--- src/rtl/fir_pkg.sv ---
// Shared types and constants for the FIR sequencer: FSM state encoding,
// default tap count and the word-to-byte address shift.
package fir_pkg;

    typedef enum logic [2:0] {
        IDLE,
        CLR,
        WAIT_IN,
        MAC,
        OUT,
        DONE
    } fir_state_t;

    localparam int TAPE_NUM_DEF = 11;
    localparam int TAP_IDX_W    = $clog2(TAPE_NUM_DEF);
    localparam int ADDR_SHIFT   = 2;

endpackage

--- src/rtl/fir_ring_addr.sv ---
// Circular-buffer write pointer plus modulo subtractor giving the data-RAM
// index of x[n-k] for the current write pointer.
module fir_ring_addr
    import fir_pkg::*;
#(
    parameter  int Tape_Num = TAPE_NUM_DEF,
    localparam int IDX_W    = $clog2(Tape_Num)
) (
    input  logic             clk,
    input  logic             rst_n,
    input  logic             i_clr,
    input  logic             i_adv,
    input  logic [IDX_W-1:0] i_k,
    output logic [IDX_W-1:0] o_rd_idx
);

    localparam logic [IDX_W-1:0] PTR_LAST = IDX_W'(Tape_Num - 1);

    logic [IDX_W-1:0] r_wr_ptr;
    logic [IDX_W:0]   w_diff;
    logic [IDX_W:0]   w_wrap;

    always_ff @(posedge clk or negedge rst_n) begin
        if (!rst_n) begin
            r_wr_ptr <= '0;
        end else if (i_clr) begin
            r_wr_ptr <= '0;
        end else if (i_adv) begin
            r_wr_ptr <= (r_wr_ptr == PTR_LAST) ? '0 : r_wr_ptr + 1'b1;
        end
    end

    // A borrow out of the subtraction means k > wr_ptr: fold back by Tape_Num.
    assign w_diff   = {1'b0, r_wr_ptr} - {1'b0, i_k};
    assign w_wrap   = w_diff + (IDX_W + 1)'(Tape_Num);
    assign o_rd_idx = w_diff[IDX_W] ? w_wrap[IDX_W-1:0] : w_diff[IDX_W-1:0];

endmodule

--- src/rtl/fir_seq_ctrl.sv ---
// FIR sequencer: ap_start/ap_done/ap_idle protocol, ss/sm stream handshakes
// and the tap-RAM / data-RAM address schedule feeding the MAC unit.
module fir_seq_ctrl
    import fir_pkg::*;
#(
    parameter int pADDR_WIDTH = 12,
    parameter int pDATA_WIDTH = 32,
    parameter int Tape_Num    = TAPE_NUM_DEF
) (
    input  logic                   axis_clk,
    input  logic                   axis_rst_n,
    input  logic                   cfg_start,
    input  logic [pDATA_WIDTH-1:0] cfg_len,
    input  logic                   cfg_done_clr,
    output logic                   ap_idle,
    output logic                   ap_done,
    input  logic                   ss_tvalid,
    input  logic                   ss_tlast,
    output logic                   ss_tready,
    output logic                   data_we,
    output logic [pADDR_WIDTH-1:0] data_addr,
    output logic [pADDR_WIDTH-1:0] tap_addr,
    output logic                   mac_clr,
    output logic                   mac_en,
    output logic                   sm_tvalid,
    input  logic                   sm_tready,
    output logic                   sm_tlast,
    output logic                   err_tlast
);

    localparam int IDX_W = $clog2(Tape_Num);
    localparam int CNT_W = $clog2(Tape_Num + 1);
    localparam logic [CNT_W-1:0] CNT_LAST  = CNT_W'(Tape_Num - 1);
    localparam logic [CNT_W-1:0] CNT_DRAIN = CNT_W'(Tape_Num);

    fir_state_t             r_state, w_state_next;
    logic [CNT_W-1:0]       r_cnt, w_cnt_next;
    logic [pDATA_WIDTH-1:0] r_len, w_len_next;
    logic [pDATA_WIDTH-1:0] r_sample_cnt, w_sample_cnt_next;
    logic                   r_ap_done, w_ap_done_next;
    logic                   r_err_tlast, w_err_tlast_next;
    logic                   r_mac_en, r_mac_clr;

    logic                   w_issue, w_issue_first;
    logic                   w_ptr_clr, w_ptr_adv;
    logic [IDX_W-1:0]       w_k, w_rd_idx;
    logic [IDX_W-1:0]       w_data_idx, w_tap_idx;

    fir_ring_addr #(
        .Tape_Num (Tape_Num)
    ) u_ring (
        .clk      (axis_clk),
        .rst_n    (axis_rst_n),
        .i_clr    (w_ptr_clr),
        .i_adv    (w_ptr_adv),
        .i_k      (w_k),
        .o_rd_idx (w_rd_idx)
    );

    always_ff @(posedge axis_clk or negedge axis_rst_n) begin
        if (!axis_rst_n) begin
            r_state      <= IDLE;
            r_cnt        <= '0;
            r_len        <= '0;
            r_sample_cnt <= '0;
            r_ap_done    <= 1'b0;
            r_err_tlast  <= 1'b0;
            r_mac_en     <= 1'b0;
            r_mac_clr    <= 1'b0;
        end else begin
            r_state      <= w_state_next;
            r_cnt        <= w_cnt_next;
            r_len        <= w_len_next;
            r_sample_cnt <= w_sample_cnt_next;
            r_ap_done    <= w_ap_done_next;
            r_err_tlast  <= w_err_tlast_next;
            r_mac_en     <= w_issue;
            r_mac_clr    <= w_issue_first;
        end
    end

    always_comb begin
        w_state_next      = r_state;
        w_cnt_next        = r_cnt;
        w_len_next        = r_len;
        w_sample_cnt_next = r_sample_cnt;
        w_ap_done_next    = r_ap_done;
        w_err_tlast_next  = r_err_tlast;
        w_issue           = 1'b0;
        w_issue_first     = 1'b0;
        w_ptr_clr         = 1'b0;
        w_ptr_adv         = 1'b0;
        w_k               = '0;
        w_data_idx        = '0;
        w_tap_idx         = '0;
        ap_idle           = 1'b0;
        ss_tready         = 1'b0;
        data_we           = 1'b0;
        sm_tvalid         = 1'b0;
        sm_tlast          = 1'b0;

        if (cfg_done_clr) begin
            w_ap_done_next = 1'b0;
        end

        case (r_state)
            IDLE, DONE: begin
                ap_idle      = 1'b1;
                w_state_next = IDLE;
                // A start in the same cycle as a status read overrides the clear.
                if (cfg_start) begin
                    w_len_next        = cfg_len;
                    w_sample_cnt_next = '0;
                    w_err_tlast_next  = 1'b0;
                    w_cnt_next        = '0;
                    w_ap_done_next    = (cfg_len == '0);
                    w_state_next      = (cfg_len == '0) ? DONE : CLR;
                end
            end
            CLR: begin
                data_we    = 1'b1;
                w_data_idx = r_cnt[IDX_W-1:0];
                if (r_cnt == CNT_LAST) begin
                    w_cnt_next   = '0;
                    w_ptr_clr    = 1'b1;
                    w_state_next = WAIT_IN;
                end else begin
                    w_cnt_next = r_cnt + 1'b1;
                end
            end
            WAIT_IN: begin
                ss_tready = ss_tvalid;
                if (ss_tvalid) begin
                    data_we           = 1'b1;
                    w_data_idx        = w_rd_idx;
                    w_sample_cnt_next = r_sample_cnt + pDATA_WIDTH'(1);
                    if (ss_tlast != (r_sample_cnt == (r_len - pDATA_WIDTH'(1)))) begin
                        w_err_tlast_next = 1'b1;
                    end
                    w_cnt_next   = '0;
                    w_state_next = MAC;
                end
            end
            MAC: begin
                // Counts 0..Tape_Num-1 issue reads; the extra count waits out RAM latency.
                if (r_cnt != CNT_DRAIN) begin
                    w_issue       = 1'b1;
                    w_issue_first = (r_cnt == '0);
                    w_k           = r_cnt[IDX_W-1:0];
                    w_tap_idx     = r_cnt[IDX_W-1:0];
                    w_data_idx    = w_rd_idx;
                    w_ptr_adv     = (r_cnt == CNT_LAST);
                    w_cnt_next    = r_cnt + 1'b1;
                end else begin
                    w_cnt_next   = '0;
                    w_state_next = OUT;
                end
            end
            OUT: begin
                sm_tvalid = 1'b1;
                sm_tlast  = (r_sample_cnt == r_len);
                if (sm_tready) begin
                    if (r_sample_cnt == r_len) begin
                        w_ap_done_next = 1'b1;
                        w_state_next   = DONE;
                    end else begin
                        w_state_next = WAIT_IN;
                    end
                end
            end
            default: begin
                w_state_next = IDLE;
            end
        endcase
    end

    assign data_addr = pADDR_WIDTH'({w_data_idx, {ADDR_SHIFT{1'b0}}});
    assign tap_addr  = pADDR_WIDTH'({w_tap_idx, {ADDR_SHIFT{1'b0}}});
    assign ap_done   = r_ap_done;
    assign err_tlast = r_err_tlast;
    assign mac_en    = r_mac_en;
    assign mac_clr   = r_mac_clr;

endmodule

--- config.mk ---
export PLATFORM = sky130hd
export DESIGN_NAME = fir_seq_ctrl
export DESIGN_NICKNAME = d
export VERILOG_FILES = /design/src/rtl/fir_pkg.sv /design/src/rtl/fir_ring_addr.sv /design/src/rtl/fir_seq_ctrl.sv
export SDC_FILE = /design/constraint.sdc
export NUM_CORES = 1
export LEC_CHECK = 0
export CAP_MARGIN = 10
export CORE_MARGIN = 2
export CORE_UTILIZATION = 52
export DETAILED_ROUTE_END_ITERATION = 10
export PLACE_DENSITY_LB_ADDON = 0.2
export SYNTH_ARGS = -nofsm -noshare
export SYNTH_HDL_FRONTEND = slang
export SYNTH_SLANG_ARGS = --single-unit
--- constraint.sdc ---
create_clock -name axis_clk -period 7.6 [get_ports axis_clk]
set_input_delay 1.52 -clock axis_clk [delete_from_list [all_inputs] [get_ports axis_clk]]
set_output_delay 1.52 -clock axis_clk [all_outputs]
set_load 0.01 [all_outputs]
# Word-level counts from Yosys, hierarchy flattened
# Index checks and enable logic that the tools add are counted.
# W data, S select, Z words.
word_totals:
  ff_bits: 79
  output_inout_bits: 33
  elab_cells: 92
classes:
  addsub: 6
  eq_ne: 17
  muxes: 48
  n_reduce_logical: 12
op_table:
  columns: ["operator", "count"]
  rows:
  - ["$eq A32 B32 Y1", 2]
  - ["$mux W32", 2]
  - ["$pmux W32 S2", 1]
  - ["$mux W4", 12]
  - ["$add A32 B1 Y32 const B", 1]
  - ["$logic_not A32 Y1", 1]
  - ["$sub A32 B1 Y32 const B", 1]
  - ["$mux W3", 7]
  - ["$mux W1", 20]
  - ["$pmux W4 S4", 1]
  - ["$pmux W3 S5", 1]
  - ["$ne A2 B2 Y1 const B", 6]
  - ["$pmux W4 S3", 1]
  - ["$add A4 B1 Y4 const B", 2]
  - ["$eq A4 B4 Y1 const B", 2]
  - ["$reduce_and A4 Y1", 2]
  - ["$eq A3 B2 Y1 const B", 2]
  - ["$eq A3 B3 Y1 const B", 2]
  - ["$pmux W1 S2", 3]
  - ["$reduce_and A3 Y1", 2]
  - ["$sub A4 B4 Y5", 1]
  - ["$add A4 B4 Y4 const B", 1]
  - ["$logic_not A4 Y1", 1]
  - ["$ne A4 B4 Y1 const B", 1]
  - ["7 further kinds", 8]

# Logic depth before layout (Yosys ltp)
# Gate-level depths: netlist of run 1.
depth:
  word_depth: 8
  mapped_depth: 13
  depth_no_buf: 12

# Hierarchy
# A second synthesis of run 1 with hierarchy kept.
hier_totals:
  hier_cells: 683
  area_unflattened_um2: 5559.1
modules_own_cells:
  columns: ["mod", "instances", "cells_each", "area_each_um2", "seq_area_each_um2"]
  rows:
  - ["fir_seq_ctrl", 1, 636, 5114.9, 1876.8]
  - ["fir_ring_addr", 1, 47, 444.2, 100.1]

# Least setup slack after synthesis of run 1
# Ideal clock, no wire load.
synth_timing:
  kind: "register to output"
  from: "reg r_state[2]"
  to: "out data_addr[5]"
  arrival_ns: 3.017
  path_slack_ns: 3.063
  path_stages_with_launch: 14
  path_cell_list: "dfrtp_1 -> clkbuf_1 -> nor2b_1 -> nand2_1 -> a31oi_1 -> and2_1 -> ha_1 -> inv_1 -> fa_1 -> a21o_1 -> a21oi_1 -> a21boi_0 -> xnor2_1 -> o21ai_0"
synth_between:
  elab_chain_len: 7
  elab_cells_between_ends: 10
  classes_between: "2 x add/sub; 3 x eq/ne; 5 x mux"
synth_lines:
  columns: ["item", "line_no", "source"]
  rows:
  - ["start, declared", "fir_seq_ctrl.sv:36", "fir_state_t r_state, w_state_next;"]
  - ["start signal, assigned", "fir_seq_ctrl.sv:71", "r_state <= w_state_next;"]
  - ["$eq A3 B2 Y1 (*)", null, null]
  - ["$mux W4 (*)", null, null]
  - ["named net tap_addr[2]", "fir_seq_ctrl.sv:22", "output logic [pADDR_WIDTH-1:0] tap_addr,"]
  - ["$sub A4 B4 Y5 (*)", "fir_ring_addr.sv:34", "assign w_diff = {1'b0, r_wr_ptr} - {1'b0, i_k};"]
  - ["$add A4 B4 Y4", "fir_ring_addr.sv:35", "assign w_wrap = w_diff + (IDX_W + 1)'(Tape_Num);"]
  - ["$mux W4 (*)", "fir_ring_addr.sv:36", "assign o_rd_idx = w_diff[IDX_W] ? w_wrap[IDX_W-1:0] : w_diff[IDX_W-1:0];"]
  - ["$mux W4 (on tied branches)", "fir_seq_ctrl.sv:146, fir_seq_ctrl.sv:133", null]
  - ["$pmux W4 S3 (*)", "fir_seq_ctrl.sv:106", "case (r_state)"]
  - ["end, declared", "fir_seq_ctrl.sv:21", "output logic [pADDR_WIDTH-1:0] data_addr,"]
# Mark *: on every way through the listed nets, which the timed path passes. The rest lies on a longest branch.

# Final worst setup path of run 1
layout_timing:
  from: "reg r_state[1]"
  to: "out data_addr[5]"
layout_between:
  elab_chain_len: 7
  elab_cells_between_ends: 10
  classes_between: "2 x add/sub; 3 x eq/ne; 5 x mux"
layout_lines:
  columns: ["item", "line_no"]
  rows:
  - ["$eq A3 B2 Y1", "fir_seq_ctrl.sv:106"]
  - ["$mux W4", "fir_seq_ctrl.sv:106"]
  - ["$sub A4 B4 Y5", "fir_ring_addr.sv:34"]
  - ["$add A4 B4 Y4", "fir_ring_addr.sv:35"]
  - ["$mux W4", "fir_ring_addr.sv:36"]
  - ["$mux W4 (on tied branches)", "fir_seq_ctrl.sv:146, fir_seq_ctrl.sv:133"]
  - ["$pmux W4 S3 (*)", "fir_seq_ctrl.sv:106"]
# Mark *: on every way between the ends. The rest lies on a longest branch, timed or not.

==> metrics.csv, run 1 <==
stage;metric;value;unit
setup_path;reg-to-reg endpoint;err_tlast;
timing;worst-margin pin slew;1020;ps
clock_network;CTS H-tree depth;3;
timing;max frequency;176;MHz
finish;most common library cell in the layout ignoring fill and taps;nand2_1;
job;Max Cap Viol;0;
timing;RSZ-0062 raised after global routing;false;
timing;setup violators final;0;
setup_path;Worst Setup EP;data_addr[5];
clock_network;CTS Buffer Depth;2;
logic_synthesis;Main synth FF type;dfrtp_1;
global_route;gr usage total;0.258;
place;Placer Congestion;0.912;
die;width of the die;106;um
clock_network;clk_lat worst skew;380;ps
logic_synthesis;Mapped Cells;668;
routing;Routed Antenna Nets;0;
clock_network;CTS clk-pin slew, worst paths;80;ps
global_route;remaining global-route overflow;0;
clock_network;clk sinks;79;
finish;Reg area;0.00198;mm2
routing;WL/cell;16.5;um
timing;Hold Slack;494;ps
place;port bufs;55;
finish;final net count;754;
power_and_ir_drop;PD cells;302;mW/mm2
setup_path;Crit. End Element;primary output;
timing;Rel. slew slack;0.317;
global_route;pin count of the biggest net entering global routing;80;
setup_path;worst r2r src;r_len[0];
power_and_ir_drop;Final Power;1.85;mW
routing;via count;4904;
die;die area;0.0112;mm2
global_route;vias in the first global route;4573;
logic_synthesis;warnings from Yosys;0;
finish;most frequent cells in the layout;nand2_1, dfrtp_1, clkdlybuf4s50_1, nor2_1;
finish;Final Util;0.602;
finish;Synth-to-Final Area Change;13.6;%
timing;Final min period;5700;ps
die;die height;106;um
logic_synthesis;Post-Syn Area;0.00540;mm2
finish;antenna cells;0;
logic_synthesis;sequential share of the synthesized area;0.366;
setup_path;CP startpoint;r_state[1];
global_route;initial antenna violation count;0;
timing;Final Hold Viols;0;
die;IO Pins;72;
routing;drt first pass iters;7;
clock_network;number of CTS-inserted buffers;9;
outcome;status;finished clean;
power_and_ir_drop;VDD IR-drop max;144;uV
clock_network;setup repair bufs after CTS;0;
finish;layout cells sized above 1;0.0424;
setup_path;Arr. time, crit path;4180;ps
logic_synthesis;asr flop ratio synth;1.00;
place;Place WS;2350;ps
clock_network;CTS tree;yes;
setup_path;CP startpoint kind;flip-flop;
global_route;global-route wire length before repair;22.6;mm
timing;final worst setup slack;1900;ps
logic_synthesis;syn avg cell area;8.08;um2
timing;Final Max Tran Viols;0;
worst_hold_path;worst hold-check path type;flip-flop to flip-flop;
finish;Multi-input gate area;0.00314;mm2
setup_path;CP Class;flip-flop to primary output;
setup_path;CP required;6080;ps
die;cell row count;37;
clock_network;root buffer selected by CTS;clkbuf_8;
setup_path;maximum fanout along the worst path;9;
setup_path;R2R depth;10;
logic_synthesis;number of synthesized register bits;79;
worst_hold_path;Hold Startpoint;r_sample_cnt[31];
place;DP Wirelength;10.4;mm
clock_network;post_cts resized;0;
power_and_ir_drop;total leakage power;2.58;nW
die;initial cell density of the core;0.530;
routing;vias per cell;5.81;
timing;setup TNS;0;ps
timing;worst clock skew;9.22;ps
routing;DR iter-0 viols;292;
timing;final worst path period share;0.750;
logic_synthesis;distinct cell type count after synthesis;64;
routing;Remaining DRCs;0;
logic_synthesis;EDFF count, synth;0;
finish;fillers;926;
clock_network;CTS Hold Bufs;0;
die;Core Box Area;0.0102;mm2
setup_path;Reg2Reg Setup Slack;4320;ps
routing;final wirelength;13.9;mm
==> cells in the mapped netlist (all sizes together) (6+ instances only) <==
cell type | instances | area [um2]
o22ai | 7 | 43.8
nor2 | 49 | 184
o31ai | 6 | 45.0
or3 | 6 | 37.5
nand2 | 138 | 518
and3 | 6 | 37.5
xor2 | 35 | 307
o21ai | 35 | 175
ha | 10 | 125
inv | 26 | 97.6
a21oi | 21 | 105
nand3 | 25 | 125
nor3 | 9 | 45.0
nor2b | 6 | 37.5
clkbuf | 26 | 97.6
buf | 21 | 150
dfrtp | 79 | 1980
nand4 | 20 | 125
or4 | 6 | 48.8
nor4 | 33 | 228
xnor2 | 32 | 280
a31oi | 6 | 37.5
==> kinds of logic (layout without fill, tap and decap cells) <==
| group | after synthesis | after routing | share of synthesized area |
|---|---|---|---|
| simple gates | 328 | 328 | 0.299 |
| compound gates | 102 | 102 | 0.122 |
| flops | 79 | 79 | 0.366 |
| buf+inv | 74 | 99 | 0.0647 |
| xor+xnor | 67 | 67 | 0.109 |
| fa+ha+maj | 11 | 11 | 0.0269 |
| mux | 6 | 6 | 0.0114 |
| other cells | 1 | 16 | 0.000695 |
==> final cells by class <==
| type | instances | share of cell area |
|---|---|---|
| multi-input cells | 530 | 0.511 |
| flip-flops and latches | 79 | 0.322 |
| repair buffers | 57 | 0.0918 |
| well taps | 136 | 0.0277 |
| clock buffers | 10 | 0.0208 |
| inverters | 27 | 0.0165 |
| clock inverters | 5 | 0.00959 |
==> metal layers <==
layer,GRT usage,vias up,part of all wire
met5,0,-,0
met4,0.0959,0,0.023
met3,0.0631,21,0.053
met2,0.390,136,0.44
met1,0.359,2370,0.48
li1,-,2377,-
==> worst max-delay path, stage by stage, from the launching register on <==
cell and delay [ps]:
dfrtp_1 470, nor2b_1 350, nand2_1 160, a31oi_1 410, and2_1 240, ha_1 160
inv_1 60, fa_1 400, a21o_1 180, a21oi_1 310, a21boi_0 280, xnor2_1 90
o21ai_0 140, clkdlybuf4s50_1 550
==> through the flow <==
stage	instances	instance area [um2]
after CTS	844	6130
final	844	6130
after floorplan	683	5450
after detailed placement	829	5950
after global placement	829	5950
after global routing	844	6130
==> power breakdown <==
group	switching [mW]	internal, mW
Combinational	0.497	0.341
Clock	0.159	0.150
Sequential	0.183	0.522
==> flip-flops by register name, summed over array words and instances, names as in the netlist <==
register	count
u_ring.r_wr_ptr	4
r_sample_cnt	32
r_cnt	4
mac_clr	1
ap_done	1
err_tlast	1
r_len	32
mac_en	1
r_state	3
==> worst min path at each step <==
stage | to | slack [ps] | cells after the start
final | r_sample_cnt[31] | 490 | 1
after global routing | r_sample_cnt[31] | 530 | 1
after CTS | r_sample_cnt[31] | 500 | 1
after detailed placement | r_sample_cnt[31] | 490 | 1
after global placement | r_len[31] | 480 | 2
after floorplan | r_len[31] | 470 | 2
(Power assumes the default switching activity.)
==> run 2: changes to the inputs <==
--- a/config.mk
+++ b/config.mk
@@ -7,7 +7,7 @@
 export LEC_CHECK = 0
 export CAP_MARGIN = 10
 export CORE_MARGIN = 2
-export CORE_UTILIZATION = 52
+export CORE_UTILIZATION = 51
 export DETAILED_ROUTE_END_ITERATION = 10
 export PLACE_DENSITY_LB_ADDON = 0.2
 export SYNTH_ARGS = -nofsm -noshare
==> constraint.sdc (replaced) <==
create_clock -name axis_clk -period 5.2 [get_ports axis_clk]
set_input_delay 1.04 -clock axis_clk [delete_from_list [all_inputs] [get_ports axis_clk]]
set_output_delay 1.04 -clock axis_clk [all_outputs]
set_load 0.01 [all_outputs]
==> run 2 against run 1 <==
Compared with the run above: global-route usage rose by 1.7 points; total power increased by 44%; clock skew down 1.9 ps; final cell count fell by 0.24%; via count up 0.94%; non-clock buffer count unchanged; routed wire length is 6.1% higher; register-to-register slack got worse by 2400 ps; sequential power rose by 48%; die area up 1.9%; flip-flop and latch count is the same; critical endpoint unchanged; largest cell class unchanged; largest power group unchanged; highest routed layer unchanged.
==> metrics.csv, run 2 (synthesized netlist as in run 1, its figures left out) <==
stage;metric;value;unit
clock_network;CTS tree;yes;
finish;fillers;951;
die;Core Box Area;0.0103;mm2
routing;Routed Antenna Nets;0;
global_route;pin count of the biggest net entering global routing;80;
routing;Remaining DRCs;0;
routing;vias per cell;5.88;
finish;most common library cell in the layout ignoring fill and taps;nand2_1;
worst_hold_path;Min-Delay Path Depth;2;
place;DP Wirelength;10.9;mm
timing;RSZ-0062 raised after global routing;false;
global_route;initial antenna violation count;0;
global_route;global-route wire length before repair;24.3;mm
clock_network;CTS H-tree depth;3;
die;width of the die;107;um
timing;worst-margin pin slew;976;ps
finish;most frequent cells in the layout;nand2_1, dfrtp_1, clkdlybuf4s50_1, nor2_1;
finish;final net count;754;
power_and_ir_drop;Int Power;1.43;mW
routing;final wirelength;14.8;mm
power_and_ir_drop;Combinational Power Share;0.464;
timing;Final Hold Viols;0;
power_and_ir_drop;VDD IR-drop max;239;uV
setup_path;CP Class;flip-flop to primary output;
global_route;remaining global-route overflow;0;
routing;drt first pass iters;4;
global_route;vias in the first global route;4871;
clock_network;clk sinks;79;
routing;WL/cell;17.5;um
die;initial cell density of the core;0.525;
setup_path;maximum fanout along the worst path;9;
timing;Final Max Tran Viols;0;
power_and_ir_drop;switching power;1.25;mW
setup_path;CP startpoint kind;flip-flop;
clock_network;root buffer selected by CTS;clkbuf_8;
routing;DR iter-0 viols;318;
power_and_ir_drop;PD cells;438;mW/mm2
setup_path;Arr. time, crit path;3900;ps
job;Max Cap Viol;0;
setup_path;R2R depth;10;
timing;worst clock skew;7.36;ps
clock_network;setup repair bufs after CTS;0;
place;port bufs;55;
worst_hold_path;Hold Startpoint;r_len[31];
die;IO Pins;72;
power_and_ir_drop;Sequential Power Share;0.387;
worst_hold_path;worst hold-check path type;flip-flop to flip-flop;
timing;final worst path period share;0.950;
setup_path;CP startpoint;r_state[1];
finish;antenna cells;0;
power_and_ir_drop;switching part of the total;0.466;
clock_network;CTS clk-pin slew, worst paths;80;ps
timing;Final min period;4940;ps
setup_path;worst r2r src;r_len[0];
place;placed cell area;0.00595;mm2
finish;post-route cell area;0.00611;mm2
setup_path;Crit. End Element;primary output;
timing;setup violators final;0;
global_route;gr usage total;0.275;
clock_network;number of CTS-inserted buffers;9;
routing;via count;4950;
die;cell row count;37;
die;die area;0.0114;mm2
power_and_ir_drop;Clk network pwr share;0.148;
timing;max frequency;202;MHz
outcome;status;finished clean;
finish;Synth-to-Final Area Change;13.2;%
clock_network;CTS Buffer Depth;2;
finish;layout cells sized above 1;0.0453;
timing;setup TNS;0;ps
power_and_ir_drop;total leakage power;2.57;nW
setup_path;CP required;4160;ps
clock_network;clk_lat worst skew;380;ps
place;Placer Congestion;0.919;
timing;Rel. slew slack;0.349;
finish;top flop regs;r_len x32, r_sample_cnt x32;
die;die height;107;um
[run 2: changes by cell type in the layout (fill, tap and decap cells not counted), sizes merged]
cell,delta
bufinv,-1
clkbuf,-1
clkinv,+2
clkinvlp,-1
inv,-1
[run 2: worst paths after layout]
path / to / slack [ps]
setup / recovery: data_addr[5] / 260
hold / removal: r_len[31] / 500
setup reg to reg: err_tlast / 1920
hold reg to reg: r_len[31] / 500
max in group asynchronous: r_sample_cnt[9] / 3750
min in group asynchronous: r_len[25] / 820
[run 2: worst max-delay path: stages, from the launching register on]
cell and delay (ps):
dfrtp_1 470, nor2b_2 290, nand2_1 140, a31oi_2 290, and2_1 200, ha_1 140
inv_1 60, fa_1 400, a21o_1 190, a21oi_2 230, a21boi_0 260, xnor2_1 100
o21ai_0 180, clkdlybuf4s50_1 570
[run 2: power groups by stage]
| stage | Combinational (mW) | Clock (mW) | Sequential, mW |
|---|---|---|---|
| 3_5_place_dp | 1.23 | 0 | 1.03 |
| 2_1_floorplan | 0.970 | 0 | 0.906 |
| 6_report | 1.24 | 0.397 | 1.04 |
| 4_1_cts | 1.24 | 0.410 | 1.03 |
| 5_1_grt | 1.39 | 0.431 | 1.07 |
| 3_3_place_gp | 1.19 | 0 | 1.03 |
[run 2: repair_timing]
action                     in CTS  in global routing
gates resized for setup         1                  2
hold buffers                    0                  0
setup endpoints to repair       1                  2
[run 2: final cells by class]
class / count / area (um2) / area share
sequential: 79 / 1980 / 0.324
tap: 136 / 170 / 0.0279
timing repair buffer: 57 / 563 / 0.0922
clock buffer: 9 / 124 / 0.0203
clock inverter: 4 / 26.3 / 0.00430
multi-input combinational: 530 / 3150 / 0.515
inverter: 27 / 101 / 0.0166
[run 2: layer usage]
metal,up-vias,wire (um),GRT usage
li1,2379,-,-
met1,2411,6860,0.375
met2,144,6840,0.442
met3,16,821,0.0541
met4,0,234,0.0900
met5,-,0,0
[run 2: through the flow]
step | worst slack (ps) | util | hold slack, ps | total power [mW] | std cells
after floorplan | 1140 | - | 467 | 1.88 | 683
final | 258 | 0.594 | 502 | 2.68 | 842
after global placement | 653 | 0.579 | 482 | 2.22 | 829
after global routing | 46.8 | 0.594 | 536 | 2.89 | 842
after CTS | 72.7 | 0.594 | 503 | 2.67 | 842
after detailed placement | 394 | 0.579 | 484 | 2.26 | 829
